==> src/rtl/mod_addsub_pipe.sv <==
// Multi-lane modular add/subtract with a 2-stage pipeline and one shared modulus per beat.
// Stage 1 forms the raw BITWIDTH+1 sum/difference; stage 2 applies one conditional correction by Q.
module mod_addsub_pipe #(
    parameter int BITWIDTH = 32,
    parameter int LANES    = 4
) (
    input  logic                      iClk,
    input  logic                      iRstN,
    input  logic                      iEn,
    input  logic                      iClr,
    input  logic                      iValid,
    output logic                      oReady,
    input  logic                      iSub,
    input  logic [LANES*BITWIDTH-1:0] iData0,
    input  logic [LANES*BITWIDTH-1:0] iData1,
    input  logic [BITWIDTH-1:0]       iQ,
    output logic                      oValid,
    input  logic                      iReady,
    output logic [LANES*BITWIDTH-1:0] oData
);
    localparam int W = BITWIDTH + 1;

    // Handshake: a beat transfers on any edge where valid && ready are both high;
    // valid never depends on ready, and ready drops only when the output slot is stalled.
    logic                      stall;
    logic                      s1Valid;
    logic                      s1Sub;
    logic [BITWIDTH-1:0]       s1Q;
    logic [LANES*W-1:0]        s1Raw;
    logic                      s2Valid;
    logic [LANES*BITWIDTH-1:0] s2Data;
    logic [LANES*W-1:0]        rawNext;
    logic [LANES*BITWIDTH-1:0] corrNext;

    assign stall  = s2Valid && !iReady;
    assign oReady = iRstN && iEn && !stall;
    assign oValid = s2Valid;
    assign oData  = s2Data;

    for (genvar k = 0; k < LANES; k++) begin : gLane
        logic [W-1:0] opA;
        logic [W-1:0] opB;
        logic [W-1:0] raw;
        logic [W-1:0] qExt;
        logic [W-1:0] fixed;

        assign opA  = {1'b0, iData0[k*BITWIDTH +: BITWIDTH]};
        assign opB  = {1'b0, iData1[k*BITWIDTH +: BITWIDTH]};
        assign rawNext[k*W +: W] = iSub ? (opA - opB) : (opA + opB);

        // The MSB of a difference is the borrow; for a sum it is the carry out.
        assign raw   = s1Raw[k*W +: W];
        assign qExt  = {1'b0, s1Q};
        assign fixed = s1Sub ? (raw[W-1] ? raw + qExt : raw)
                             : ((raw >= qExt) ? raw - qExt : raw);
        assign corrNext[k*BITWIDTH +: BITWIDTH] = fixed[BITWIDTH-1:0];
    end

    always_ff @(posedge iClk or negedge iRstN) begin
        if (!iRstN) begin
            s1Valid <= 1'b0;
            s1Sub   <= 1'b0;
            s1Q     <= '0;
            s1Raw   <= '0;
            s2Valid <= 1'b0;
            s2Data  <= '0;
        end else if (iEn) begin
            if (iClr) begin
                s1Valid <= 1'b0;
                s2Valid <= 1'b0;
            end else if (!stall) begin
                // Not stalled means stage 2 empties or is consumed, so both stages shift together.
                s1Valid <= iValid;
                s2Valid <= s1Valid;
                if (iValid) begin
                    s1Raw <= rawNext;
                    s1Q   <= iQ;
                    s1Sub <= iSub;
                end
                if (s1Valid) begin
                    s2Data <= corrNext;
                end
            end
        end
    end
endmodule

==> config.mk <==
export PLATFORM = sky130hd
export DESIGN_NAME = mod_addsub_pipe
export DESIGN_NICKNAME = d
export VERILOG_FILES = /design/src/rtl/mod_addsub_pipe.sv
export SDC_FILE = /design/constraint.sdc
export NUM_CORES = 2
export LEC_CHECK = 0
export BUFFER_PORTS_ARGS = -buffer_cell sky130_fd_sc_hd__buf_2
export CAP_MARGIN = 10
export CORE_AREA = 2 2 250 227
export CTS_CLUSTER_DIAMETER = 40
export DETAILED_ROUTE_END_ITERATION = 10
export DIE_AREA = 0 0 252 229
export PLACE_DENSITY = 0.87
export SKIP_LAST_GASP = 1
export SYNTH_ARGS = -nofsm -noshare
export SYNTH_HDL_FRONTEND = slang
export SYNTH_SLANG_ARGS = --single-unit
==> constraint.sdc <==
create_clock -name iClk -period 6.6 [get_ports iClk]
set_clock_uncertainty 0.15 [all_clocks]
set_input_delay 1.32 -clock iClk [delete_from_list [all_inputs] [get_ports iClk]]
set_output_delay 1.32 -clock iClk [all_outputs]
set_load 0.1 [all_outputs]
==> results.toml <==
[worst_setup_path]
critical_path.most_common_cell = "a211oi_1"
cp-start-kind = "flip-flop"
biggest_cell_delay_along_the_critical_path_ns = 0.78
critical_path.slowest_cell = "dfrtp_1"
worst_ep_arrival_ns = 5.54
worst_path_dominant_cell_family = "compound AO/OA/AOI/OAI gates"
maximum_fanout_count_along_the_critical_path = 37
critical_path_class = "flip-flop to flip-flop"
type_of_destination_of_the_critical_path = "flip-flop"
critical_path_buf_inv_count = 2
crit_required_ns = 6.96
critical_path_cell_sequence = "inv_1 > ha_1 > a21oi_1 > nand2b_1 > o311ai_1 > a31oi_1 > nor2_2 > a31o_2 > buf_4 > nor2_1 > a211oi_1 > a211oi_1 > a21o_1"

[die]
die_w_um = 252
row_count = 82
core_sq_mm = 0.0552
floorplan.initialDensity = 0.644
die_y_um = 229
number_of_i_o_pins = 425
die_area_sq_mm = 0.0577

[power]
power.share.clock = 0.136
cell_internal_pwr_uw = 8620
powerDensity_mw_per_mm2 = 509
netSwitchingFraction = 0.574
totalPowerFinal_uw = 20200
comb_power_share = 0.697
ir_drop_mv = 0.465
power.static_leakage_uw = 0.0185
power.switching_uw = 11600
p_seq_frac = 0.167

[sta]
timing.slew.headroom = 0.282
final_hold_violation_count = 0
tns_ns = 0
final.period_utilization = 0.786
worstMarginPinSlew_ns = 1.07
timing.final.crit_period_ns = 5.19
fmax_mhz = 193
finalSetupViolations = 0
slew_violations = 0
setup_slack_ns = 1.41
grt_setup_unrepaired = "false"

[route]
final_routed_wirelength_across_all_metal_layers_um = 127000
wl_per_cell_um = 22.2
viasPerCell = 6.44
via_count = 36800
antenna_violating_nets_post_route = 0
detail_route.iter0.violations = 3551
dr.pass1.iters = 6
post-route-drc-count = 0

[synth]
synth-async-reset-ratio = 1.00
ys_seq_area_frac = 0.208
synth-xor-area-share = 0.109
synthAdderAreaFrac = 0.142
synth_simple_gate_area_frac = 0.170
synth-edff-count = 0
compound_cell_area_share_of_the_yosys_netlist = 0.280
synth.ff_latch_count = 295
mappedNetlistArea_sq_mm = 0.0355
main_combinational_cell_family_by_area_after_synthesis = "compound AO/OA/AOI/OAI gates"
synth.mux.area_fraction = 0.0341
syn-num-nets = 5342
synth_warnings = 0
syn_avg_cell_area_sq_um = 7.64
synth.lib_cells_used.distinct = 109
synth-main-ff-cell = "dfrtp_1"
synthesis.instances = 4651

[placed_design]
preCtsSetupSlack_ns = 0.796
placed_cells_incl_taps = 5610
hpwl_um = 95800
port_buffers = 424
gpl.final_weighted_congestion = 1.02

[grt]
grt_antenna_before_repair = 9
via_count_of_the_first_global_routing_pass = 34800
grt_overflow = 0
largest_net_degree_at_the_start_of_global_routing = 147
grt_first_pass_wirelength_um = 194000
grt_util_all_layers = 0.429

[clock_tree]
cts_tree = "yes"
cts_hold_buf = 0
root_buffer = "clkbuf_16"
cts.path.max_buffers = 3
h-tree-depth = 2
clk-insertion-delay-late_ns = 0.62
cts.clk_slew.worst_paths_ns = 0.06
post-cts-setup-buffer-count = 0
cts_repair_resize_count = 0
tritoncts_num_sinks = 295
cts_inserted_buffers = 52

[status]
status = "finished clean"

[final_layout]
layout-drive-gt1-share = 0.140
final_cells = 5713
most-common-layout-cells = "a21oi_1 (529), nor2_1 (463), buf_2 (422), nand2_1 (408), ha_1 (384)"
nNetsFinal = 5641
final_common_cell = "a21oi_1"
synthToLayoutAreaGrowth_pct = 11.9
nFillCells = 4530

[worst_hold_path]
hp-class = "flip-flop to flip-flop"

[flow_run]
drv_cap = 0
-- path summary, 6_finish.rpt --
path / startpoint / to / slack [ns] / cells after the start
min in group asynchronous: iRstN / s1Raw[71] / 0.47 / 1
min reg2reg: oData[101] / oData[101] / 0.32 / 2
min: oData[101] / oData[101] / 0.32 / 2
max: s1Q[8] / oData[42] / 1.41 / 13
max reg2reg: s1Q[8] / oData[42] / 1.41 / 13
max in group asynchronous: iRstN / oData[56] / 3.88 / 3
-- tightest hold or removal path: stages, from the launching register on --
cell and delay [ns]:
dfrtp_1 0.33, nand2_1 0.05, nand2_1 0.05
-- Yosys cell counts (14+ instances only) --
cell type    n  area, sq um
ha_1       384         4800
o21ai_1    113          566
nor2_1     465         1750
inv_1      240          901
and2_1      14         87.6
dfrtp_1    295         7380
nand2_1    410         1540
mux2_2      49          552
o221ai_1    20          175
nor3b_1     20          150
nand2b_1    57          357
mux2i_1     60          601
nand3_1     52          260
or3_1       18          113
o21ai_0    292         1460
o211ai_1    32          240
o22ai_1     15         93.8
o21a_1      28          210
a221o_1     20          200
nor4_1      45          282
and3_1      33          206
nor3_1      93          465
xnor2_1    365         3200
a31oi_1     58          363
xor2_1      77          674
o31ai_1     54          405
o41ai_1     16          140
a211oi_1    53          398
clkbuf_1   166          623
nand4_1     30          188
nor2b_1     42          263
o21bai_1    86          646
a21oi_1    529         2650
buf_2       43          215
a21o_1     116          871
-- power groups by stage --
stage	logic, uW	registers (uW)	clock network (uW)
2_1_floorplan	8140	5750	0
3_3_place_gp	13600	3320	0
3_5_place_dp	13700	3340	0
4_1_cts	13800	3320	2770
5_1_grt	15100	3400	2860
6_report	14100	3370	2750
-- layout make-up --
type                       instances  area (sq um)  area share
antenna                            6          15.0    0.000378
multi-input combinational       3870         26200       0.658
inverter                         248           931      0.0234
sequential                       295          7390       0.186
clock buffer                      63          1400      0.0353
tap                              714           893      0.0225
timing repair buffer             483          2590      0.0651
clock inverter                    34           377     0.00947
-- per-layer routing --
layer	part of all wire	vias to the layer above	global-route usage	routed length (um)
met5	0.00032	-	0	41
met4	0.075	6	0.287	9510
met3	0.11	488	0.114	13400
met2	0.43	1847	0.650	54100
met1	0.39	17200	0.536	50000
li1	-	17300	-	-
-- cell families (layout without fill, tap and decap cells) --
| group | Yosys count | count (layout) |
|---|---|---|
| xor gates and xnor gates | 442 | 442 |
| AOI/OAI and AO/OA | 1590 | 1590 |
| muxes | 114 | 114 |
| DFF | 295 | 295 |
| and+or+nand+nor | 1328 | 1328 |
| adders and majority gates | 396 | 396 |
| buffers and inverters | 486 | 828 |
| other | 0 | 6 |
-- metrics by stage --
step	utilization	hold WS [ns]	cell area, sq um
6_report	0.720	0.317	39800
5_1_grt	0.720	0.348	39700
4_1_cts	0.720	0.321	39700
3_5_place_dp	0.688	0.308	38000
3_3_place_gp	0.688	0.305	38000
2_1_floorplan	-	0.320	35500
-- registers in the layout, summed over array words and instances (netlist names) --
| signal | flops |
|---|---|
| s1Q | 32 |
| oValid | 1 |
| s1Valid | 1 |
| s1Sub | 1 |
| oData | 128 |
| s1Raw | 132 |
Note: power is estimated with default switching activity, not from simulation.
